$ cat config.mk
export PLATFORM = sky130hd
export DESIGN_NAME = div_unit
export DESIGN_NICKNAME = d
export VERILOG_FILES = /design/src/rtl/div_unit_pkg.sv /design/src/rtl/div_core.sv /design/src/rtl/div_unit.sv
export SDC_FILE = /design/constraint.sdc
export NUM_CORES = 2
export LEC_CHECK = 0
export BUFFER_PORTS_ARGS = -buffer_cell sky130_fd_sc_hd__clkbuf_2
export CAP_MARGIN = 20
export CORE_MARGIN = 2
export CORE_UTILIZATION = 55
export DETAILED_ROUTE_END_ITERATION = 8
export HOLD_SLACK_MARGIN = 0.15
export PLACE_DENSITY = 0.74
export SLEW_MARGIN = 20
export SYNTH_ARGS = -nofsm -noshare
export SYNTH_HDL_FRONTEND = slang
export SYNTH_HIERARCHICAL = 1
export SYNTH_SLANG_ARGS = --single-unit
$ cat constraint.sdc
create_clock -name clk -period 13.8 [get_ports clk]
set_input_delay 2.07 -clock clk [delete_from_list [all_inputs] [get_ports clk]]
set_output_delay 2.07 -clock clk [all_outputs]
set_load 0.05 [all_outputs]
$ cat src/rtl/div_unit_pkg.sv
// div_unit_pkg: shared definitions for the iterative RV64M divider.
//   - funct3 codes for DIV/DIVU/REM/REMU
//   - 2-bit FSM state encoding
//   - XLEN and per-width constants
//   - div_result(): sign correction, special-case override, W sign-extension
// Build option: define DIV_EARLY_OUT_EN to resolve b==0 and signed overflow
// at accept time (IDLE->DONE) instead of running the full iteration count.
package div_unit_pkg;

  localparam int XLEN = 64;

  localparam logic [2:0] F3_DIV  = 3'b100;
  localparam logic [2:0] F3_DIVU = 3'b101;
  localparam logic [2:0] F3_REM  = 3'b110;
  localparam logic [2:0] F3_REMU = 3'b111;

  // Most-negative values after operand extension (W values are sign-extended).
  localparam logic [XLEN-1:0] MIN_D = 64'h8000_0000_0000_0000;
  localparam logic [XLEN-1:0] MIN_W = 64'hFFFF_FFFF_8000_0000;

  typedef enum logic [1:0] {
    S_IDLE = 2'b00,
    S_BUSY = 2'b01,
    S_DONE = 2'b10
  } state_t;

  // Turns unsigned quotient/remainder magnitudes into the architectural result.
  // a_ext is the dividend after width truncation/extension; it is the answer
  // for REM by zero and for the overflowing quotient.
  function automatic logic [XLEN-1:0] div_result(
    input logic [XLEN-1:0] q,
    input logic [XLEN-1:0] r,
    input logic [XLEN-1:0] a_ext,
    input logic            q_neg,
    input logic            r_neg,
    input logic            sel_rem,
    input logic            word,
    input logic            b_zero,
    input logic            ovf
  );
    logic [XLEN-1:0] qs, rs, res;
    qs = q_neg ? -q : q;
    rs = r_neg ? -r : r;
    if (b_zero) begin
      qs = '1;
      rs = a_ext;
    end else if (ovf) begin
      qs = a_ext;
      rs = '0;
    end
    res = sel_rem ? rs : qs;
    if (word) res = {{32{res[31]}}, res[31:0]};
    return res;
  endfunction

endpackage

$ cat src/rtl/div_core.sv
// div_core: one restoring radix-2 step, purely combinational.
//   rem, quo  : current partial remainder / quotient-dividend shift register
//   dvsr      : divisor magnitude
//   next_rem, next_quo : state after shift-left and trial subtract
module div_core
  import div_unit_pkg::*;
(
  input  logic [XLEN-1:0] rem,
  input  logic [XLEN-1:0] quo,
  input  logic [XLEN-1:0] dvsr,
  output logic [XLEN-1:0] next_rem,
  output logic [XLEN-1:0] next_quo
);

  // The shifted remainder can reach 65 bits for full-width divides.
  logic [XLEN:0] shifted;
  logic          borrow;

  assign shifted  = {rem, quo[XLEN-1]};
  assign borrow   = shifted < {1'b0, dvsr};
  // On no-borrow the difference is below dvsr, so the low 64 bits are exact.
  assign next_rem = borrow ? shifted[XLEN-1:0] : shifted[XLEN-1:0] - dvsr;
  assign next_quo = {quo[XLEN-2:0], ~borrow};

endmodule

$ cat src/rtl/div_unit.sv
// div_unit: iterative radix-2 divider sequencer for the RV64M EX stage.
// Executes DIV/DIVU/REM/REMU and W variants; drives the EX divide stall.
// Ports:
//   clk, rst         : clock, asynchronous active-high reset
//   start_i          : EX holds a divide/remainder op
//   funct3_i, word_i : op select (1xx valid), W variant
//   a_i, b_i         : dividend, divisor
//   kill_i           : abort in-flight op
//   busy_o           : stall request (combinational from start_i in IDLE)
//   done_o, result_o : one-cycle completion pulse, registered result
// Build option: DIV_EARLY_OUT_EN - b==0 / signed overflow finish in one cycle.
module div_unit
  import div_unit_pkg::*;
(
  input  logic            clk,
  input  logic            rst,
  input  logic            start_i,
  input  logic [2:0]      funct3_i,
  input  logic            word_i,
  input  logic [XLEN-1:0] a_i,
  input  logic [XLEN-1:0] b_i,
  input  logic            kill_i,
  output logic            busy_o,
  output logic            done_o,
  output logic [XLEN-1:0] result_o
);

  state_t state, next_state;

  logic [XLEN-1:0] rem_r, quo_r, dvsr_r, a_ext_r, result_r;
  logic [5:0]      cnt;
  logic            q_neg_r, r_neg_r, sel_rem_r, word_r, b_zero_r, ovf_r;
  logic [XLEN-1:0] next_rem, next_quo;

  // ---------------- operand decode (accept cycle) ----------------
  logic            is_valid, is_signed, accept;
  logic [XLEN-1:0] a_ext, b_ext, a_mag, b_mag;
  logic            a_neg, b_neg, b_zero_in, ovf_in;

  assign is_valid  = funct3_i inside {F3_DIV, F3_DIVU, F3_REM, F3_REMU};
  assign is_signed = (funct3_i == F3_DIV) || (funct3_i == F3_REM);
  assign accept    = (state == S_IDLE) && start_i && is_valid && !kill_i;

  assign a_ext = !word_i   ? a_i :
                 is_signed ? {{32{a_i[31]}}, a_i[31:0]} : {32'b0, a_i[31:0]};
  assign b_ext = !word_i   ? b_i :
                 is_signed ? {{32{b_i[31]}}, b_i[31:0]} : {32'b0, b_i[31:0]};
  assign a_neg = is_signed && a_ext[XLEN-1];
  assign b_neg = is_signed && b_ext[XLEN-1];
  assign a_mag = a_neg ? -a_ext : a_ext;
  assign b_mag = b_neg ? -b_ext : b_ext;

  assign b_zero_in = (b_ext == '0);
  assign ovf_in    = is_signed && (a_ext == (word_i ? MIN_W : MIN_D)) && (b_ext == '1);

  div_core u_core (
    .rem      (rem_r),
    .quo      (quo_r),
    .dvsr     (dvsr_r),
    .next_rem (next_rem),
    .next_quo (next_quo)
  );

  // ---------------- FSM ----------------
  always_ff @(posedge clk or posedge rst) begin
    if (rst) state <= S_IDLE;
    else     state <= next_state;
  end

  always_comb begin
    next_state = S_IDLE;
    case (state)
      S_IDLE: begin
        next_state = S_IDLE;
        if (accept) begin
`ifdef DIV_EARLY_OUT_EN
          next_state = (b_zero_in || ovf_in) ? S_DONE : S_BUSY;
`else
          next_state = S_BUSY;
`endif
        end
      end
      S_BUSY: begin
        if (kill_i)        next_state = S_IDLE;
        else if (cnt == 0) next_state = S_DONE;
        else               next_state = S_BUSY;
      end
      S_DONE:  next_state = S_IDLE;
      default: next_state = S_IDLE;
    endcase
  end

  always_comb begin
    busy_o = accept || (state == S_BUSY);
    done_o = (state == S_DONE);
  end

  // ---------------- datapath ----------------
  always_ff @(posedge clk or posedge rst) begin
    if (rst) begin
      rem_r     <= '0;
      quo_r     <= '0;
      dvsr_r    <= '0;
      a_ext_r   <= '0;
      result_r  <= '0;
      cnt       <= '0;
      q_neg_r   <= 1'b0;
      r_neg_r   <= 1'b0;
      sel_rem_r <= 1'b0;
      word_r    <= 1'b0;
      b_zero_r  <= 1'b0;
      ovf_r     <= 1'b0;
    end else if (accept) begin
      rem_r     <= '0;
      // W dividends sit in the upper half so 32 shifts drain them fully.
      quo_r     <= word_i ? {a_mag[31:0], 32'b0} : a_mag;
      dvsr_r    <= b_mag;
      a_ext_r   <= a_ext;
      cnt       <= word_i ? 6'd31 : 6'd63;
      q_neg_r   <= a_neg ^ b_neg;
      r_neg_r   <= a_neg;
      sel_rem_r <= funct3_i[1];
      word_r    <= word_i;
      b_zero_r  <= b_zero_in;
      ovf_r     <= ovf_in;
`ifdef DIV_EARLY_OUT_EN
      if (b_zero_in || ovf_in)
        result_r <= div_result('0, '0, a_ext, a_neg ^ b_neg, a_neg,
                               funct3_i[1], word_i, b_zero_in, ovf_in);
`endif
    end else if (state == S_BUSY && !kill_i) begin
      rem_r <= next_rem;
      quo_r <= next_quo;
      if (cnt != 0) begin
        cnt <= cnt - 6'd1;
      end else begin
        result_r <= div_result(next_quo, next_rem, a_ext_r, q_neg_r, r_neg_r,
                               sel_rem_r, word_r, b_zero_r, ovf_r);
      end
    end
  end

  assign result_o = result_r;

endmodule

==> After elaboration in Yosys (flattened, before gate mapping) <==
Cells that the tools add are included.
{ "totals": {"reg_bits": 334, "input_bits": 136, "out_inout_bits": 66} }
{ "op_classes": {"n_addsub": 6, "magnitude_cmp": 1, "eq_ne": 8, "n_mux": 29, "bitwise": 4, "n_reduce_logical": 20} }
{ "ops": {"columns": ["operator", "n"], "rows": [
  ["$mux W64", 20],
  ["$neg A64 Y64", 4],
  ["$lt A65 B64 Y1", 1],
  ["$eq A64 B64 Y1", 1],
  ["$eq A64 B64 Y1 const B", 1],
  ["$logic_not A64 Y1", 1],
  ["$sub A64 B64 Y64", 1],
  ["$mux W63", 1],
  ["$mux W6", 4],
  ["$eq A3 B3 Y1 const B", 4],
  ["$logic_and A1 B1 Y1", 8],
  ["$logic_not A6 Y1", 1],
  ["$reduce_bool A6 Y1", 1],
  ["$sub A6 B1 Y6 const B", 1],
  ["$mux W2", 2],
  ["$pmux W2 S2", 1],
  ["$reduce_bool A2 Y1", 2],
  ["$reduce_bool A4 Y1", 1],
  ["$not A1 Y1", 3],
  ["$reduce_and A3 Y1", 1],
  ["$eq A2 B1 Y1 const B", 1],
  ["$eq A2 B2 Y1 const B", 1],
  ["$logic_not A2 Y1", 1],
  ["$logic_or A1 B1 Y1", 2],
  ["4 further kinds", 4]
]} }

==> Depth between registers and ports, before layout <==
{ "depth": {"depth_word": 8, "mapped_depth": 25, "mapped_depth_nobuf": 21} }

==> Hierarchy <==
Netlist, hierarchy kept.
{ "modules_own_cells": {"columns": ["module", "n_inst", "cells_per_inst", "area_per_inst_um2"], "rows": [
  ["div_unit", 1, 2712, 21802.2],
  ["div_core", 1, 835, 5250.0]
]} }

==> Least setup slack after synthesis <==
No wires, ideal clock.
{ "synth_timing": {"kind": "reg2reg", "from": "register rem_r[18]", "to": "register result_r[36] (netlist: result_o[36])", "setup_time_ns": 0.146, "arrival_time_ns": 5.695, "path_slack_ns": 7.959, "stages_incl_launch_ff": 22, "period_less_slack_ns": 5.841, "cell_sequence": "dfrtp_1 -> ha_1 -> clkbuf_1 -> nand2_1 -> o211ai_1 -> a21oi_1 -> a2111oi_0 -> nor4b_1 -> o41ai_1 -> buf_2 -> mux2_1 -> inv_1 -> ha_1 -> or4b_2 -> or4_1 -> clkbuf_1 -> or4_1 -> buf_2 -> or3_1 -> a221oi_1 -> a211o_1 -> o211ai_1"} }
{ "synth_between": {"elab_chain_len": 8, "elab_cells_between_ends": 14, "classes_between": "add/sub: 3; order compare: 1; mux: 9; bitwise: 1"} }
{ "synth_rtl": {"columns": ["item", "line", "text"], "rows": [
  ["start: declaration", "div_unit.sv:30", "logic [XLEN-1:0] rem_r, quo_r, dvsr_r, a_ext_r, result_r;"],
  ["start signal: assignment", "div_unit.sv:132", "rem_r <= next_rem;"],
  ["$lt A65 B64 Y1", "div_core.sv:20", "assign borrow = shifted < {1'b0, dvsr};"],
  ["$mux W64", "div_core.sv:22", "assign next_rem = borrow ? shifted[XLEN-1:0] : shifted[XLEN-1:0] - dvsr;"],
  ["net next_rem[1]", "div_unit.sv:33", "logic [XLEN-1:0] next_rem, next_quo;"],
  ["$neg A64 Y64", "div_unit_pkg.sv:43", "rs = r_neg ? -r : r;"],
  ["$mux W64", "div_unit_pkg.sv:43", null],
  ["$mux W64", "div_unit_pkg.sv:47", "end else if (ovf) begin"],
  ["$mux W64", "div_unit_pkg.sv:44", "if (b_zero) begin"],
  ["$mux W64", "div_unit_pkg.sv:51", "res = sel_rem ? rs : qs;"],
  ["$mux W64", "div_unit_pkg.sv:52", "if (word) res = {{32{res[31]}}, res[31:0]};"],
  ["end signal: assignment", "div_unit.sv:137", "result_r <= div_result(next_quo, next_rem, a_ext_r, q_neg_r, r_neg_r,"],
  ["end: declaration", "div_unit.sv:30", null]
]} }
The timed path passes the listed nets, and every way through them passes these cells.
A chain may end at the register's enable or synchronous reset.

==> Worst setup path after layout <==
{ "layout_timing": {"from": "register rem_r[9]", "to": "register result_r[63] (netlist: result_o[63])"} }
{ "layout_between": {"elab_chain_len": 8, "elab_cells_between_ends": 14, "classes_between": "add/sub: 3; order compare: 1; mux: 9; bitwise: 1"} }
{ "layout_rtl": {"columns": ["item", "line", "text"], "rows": [
  ["$lt A65 B64 Y1", "div_core.sv:20", null],
  ["$not A1 Y1", "div_core.sv:23", "assign next_quo = {quo[XLEN-2:0], ~borrow};"],
  ["net next_quo[0]", "div_unit.sv:33", null],
  ["$neg A64 Y64", "div_unit_pkg.sv:42", "qs = q_neg ? -q : q;"],
  ["$mux W64", "div_unit_pkg.sv:42", null],
  ["$mux W64", "div_unit_pkg.sv:47", null],
  ["$mux W64", "div_unit_pkg.sv:44", null],
  ["$mux W64", "div_unit_pkg.sv:51", null],
  ["$mux W64", "div_unit_pkg.sv:52", null]
]} }
The timed path passes the listed nets, and every way through them passes these cells.

==> metrics.txt <==
status=finished clean; PostCTS Resize Cnt=0; Routed WL per cell=about 27 um; delay-heaviest family, CP=simple AND/OR/NAND/NOR gates; crit path capture=result_o[63]$_DFFE_PP0P_; CTS buffer count=42; worst slew pin tran=between 1 and 1.5 ns; Hold Path Origin=dvsr_r[25]$_DFFE_PP0P_; pre-CTS setup slack=approximately 6.3 ns; Top FF cell, synth=dfrtp_1; Root Driver=clkbuf_16; number of flops mapped to enable cells by yosys=0; routed via count=between 20000 and 30000; sequential share of the synthesized area=0.309; final worst setup slack=approximately 6.0 ns; Via density=~6.9; Post-DP HPWL=85600 um; overall power=0.00717 W; Fin Setup TNS=0 ns; first-pass GRT wire length=168000 um; Mean Syn Cell Area=roughly 7.6 um^2; die area=51000 um^2; FF-to-FF path depth=18; register-to-register setup slack=5.97 ns; Slew HR=0.238; RSZ-0062 raised after global routing=false; Initial Util=0.555; Lkg Pwr=12.6 nW; hold_buf cts=0; clk buf depth=3; clock latency on the worst-skew pair=between 0.6 and 0.7 ns; num rows=around 80; Net Count, Synth=around 3800; Slew Limit Fails=0; R2R Path End=result_o[63]$_DFFE_PP0P_; DR pass1 iterations=6; Pwr Density=approximately 240 nW/um^2; Yosys reg bits=roughly 330; Core Region=~50000 um^2; Syn Inst Count=about 3500; crit end category=flop; Maximum Capacitance Violations=0; GRT Util Overall=0.439; startpoint types=flop; share of layout cells above drive strength 1=0.108; hold crit path type=flop to flop; Hold Fails Final Rpt=0; gpl congestion=1.09; Die W=roughly 230 um; Worst EP arrival=8.29 ns; setup bufs post-CTS=0; Max stage delay on crit path=around 0.85 ns; fillers=~4500; Netlist cell types=93; Die H=around 230 um; Worst EP required=~14 ns; Worst path slowest cell=nor4_1; TritonCTS clock tree=yes; Max Fanout on Critical Path=74; Clock Sinks=~330; Worst Setup SP=rem_r[9]$_DFFE_PP0P_; Final nets=approximately 3700; vias in the first global route=26215; Final Critical Period=between 7 and 8 ns; Area Growth Syn to Fin=8.59%; Final Skew=roughly 0.054 ns; Tcrit/Tclk final=0.567; Iteration-0 DRC Markers=between 4000 and 5000; FMAX=0.128 GHz; global route overflow=0; port buffer count=approximately 200; Ys Warns=6; # setup viols final=0; I/O Pins=about 200; CP Class=flop to flop; synthesized cell area=roughly 27000 um^2; most frequent CP cell=a21oi_1; Antenna Violating Nets Remaining=0; CP Depth=18; Worst-path clk slew=0.07 ns; # DRC=0; Core Util, Final=0.603; initial antenna violation count=8; worst ir drop on vdd=approximately 0.13 mV; H-tree levels=2; reg-to-reg startpoint=rem_r[9]$_DFFE_PP0P_; fraction of registers with async set/reset=1.00; CP bufs+invs=2; largest net degree at the start of global routing=about 220; CP Cell Sequence=ha_1 > a21oi_1 > o21ai_1 > a221oi_1 > a21oi_1 > nor4b_1 > o41ai_2 > buf_4 > buf_4 > nor2_1 > a21oi_1 > or4_1 > nor4_1 > nand4_1 > o41ai_1 > xnor2_1 > a221oi_1 > o211ai_1; Total Wirelength=about 110000 um
==> final cells by class <==
| cell class | instances | area, um^2 | area share |
|---|---|---|---|
| sequential | 334 | 8360 | 0.285 |
| multi-input combinational | 2791 | 16900 | 0.575 |
| antenna | 3 | 7.51 | 0.000256 |
| timing repair buffer | 253 | 1420 | 0.0484 |
| tap | 664 | 831 | 0.0283 |
| clock inverter | 16 | 231 | 0.00788 |
| inverter | 109 | 417 | 0.0142 |
| clock buffer | 59 | 1200 | 0.0410 |
==> sequential cells by signal, summed over array words and instances (netlist names) <==
register and count:
a_ext_r 64, dvsr_r 64, quo_r 64, rem_r 64
result_o 64, cnt 6, state 2, b_zero_r 1
ovf_r 1, q_neg_r 1, r_neg_r 1, sel_rem_r 1
word_r 1
==> tightest hold or removal path, stage by stage, from the launching register on <==
cell and delay [ns]:
dfrtp_1 0.34, nand2_1 0.05, o21ai_0 0.06
==> power by group <==
group | switching [W] | leakage, nW | internal, W
Combinational | 0.00301 | 7.59 | 0.00143
Clock | 0.000492 | 0.695 | 0.000673
Sequential | 0.000352 | 4.31 | 0.00121
Total | 0.00386 | 12.6 | 0.00331
==> per-layer routing <==
layer  track usage  wire length [um]
met2         0.582             44600
met1         0.625             46800
met5             0                13
met4         0.151              4300
met3         0.194             18300
==> cells by family (layout without fill, tap and decap cells) <==
| family | after synthesis | after routing | share of synthesized area |
|---|---|---|---|
| xor gates and xnor gates | 251 | 251 | 0.0813 |
| DFF | 334 | 334 | 0.309 |
| other | 0 | 3 | 0 |
| muxes | 75 | 75 | 0.0286 |
| and+or+nand+nor | 1358 | 1358 | 0.235 |
| AOI/OAI and AO/OA | 1036 | 1036 | 0.245 |
| adders and majority gates | 71 | 71 | 0.0331 |
| buffers and inverters | 422 | 437 | 0.0682 |
==> cell usage in the layout (no fill, tap or decap), types with 13 or more instances in the layout <==
cell type / synthesis / routed
buf_4: 63 / 50
clkbuf_16: 0 / 42
or2_2: 15 / 15
o22ai_1: 54 / 54
or3_1: 47 / 47
dfrtp_1: 334 / 334
inv_1: 109 / 107
ha_1: 70 / 70
nor3_1: 87 / 86
clkbuf_2: 2 / 201
a211oi_1: 13 / 13
o31ai_1: 45 / 45
o21bai_1: 15 / 15
a31oi_1: 34 / 34
o211ai_1: 50 / 50
nand3_1: 115 / 115
xnor2_1: 145 / 145
o21ai_0: 251 / 251
xor2_1: 106 / 106
o221ai_1: 24 / 24
o41ai_1: 39 / 38
or4_1: 43 / 43
a21o_1: 54 / 54
and3_1: 15 / 15
nand4_1: 65 / 65
a21oi_1: 294 / 292
a221oi_1: 32 / 32
o21a_1: 13 / 13
nand2b_1: 19 / 19
nor2_1: 278 / 272
mux2i_1: 56 / 56
nand2_1: 547 / 545
nor4_1: 58 / 58
==> worst min-delay path by stage <==
stage                         endpoint  slack (ns)  cells past startpoint
6_report        dvsr_r[25]$_DFFE_PP0P_        0.48                      2
5_1_grt         a_ext_r[5]$_DFFE_PP0P_        0.50                      2
4_1_cts         a_ext_r[5]$_DFFE_PP0P_        0.48                      2
3_5_place_dp    a_ext_r[5]$_DFFE_PP0P_        0.47                      2
3_3_place_gp   a_ext_r[14]$_DFFE_PP0P_        0.46                      2
2_1_floorplan  a_ext_r[19]$_DFFE_PP0P_        0.44                      2
==> stage by stage <==
stage                     instances  cell area, um^2  hold WS (ns)
after detailed placement       4151            27900         0.467
after global placement         4151            27900         0.462
final                          4229            29400         0.478
after floorplan                3547            27100         0.440
after global routing           4226            29400         0.498
after CTS                      4226            29400         0.483
==> synth_stat cells (32+ instances only) <==
cell type / n / area [um^2]
o21ai_0: 251 / 1260
or4_1: 43 / 323
nor3_1: 87 / 435
mux2i_1: 56 / 561
dfrtp_1: 334 / 8360
nand4_1: 65 / 407
xor2_1: 106 / 928
xnor2_1: 145 / 1270
a31oi_1: 34 / 213
a221oi_1: 32 / 280
inv_1: 109 / 409
ha_1: 70 / 876
buf_1: 37 / 139
o41ai_1: 39 / 342
nand3_1: 115 / 576
nand2_1: 547 / 2050
clkbuf_1: 198 / 743
nor2_1: 278 / 1040
o31ai_1: 45 / 338
a21oi_1: 294 / 1470
a21o_1: 54 / 405
buf_4: 63 / 473
o211ai_1: 50 / 375
or3_1: 47 / 294
o22ai_1: 54 / 338
nor4_1: 58 / 363
No activity file was read; power rests on OpenSTA's default activity.
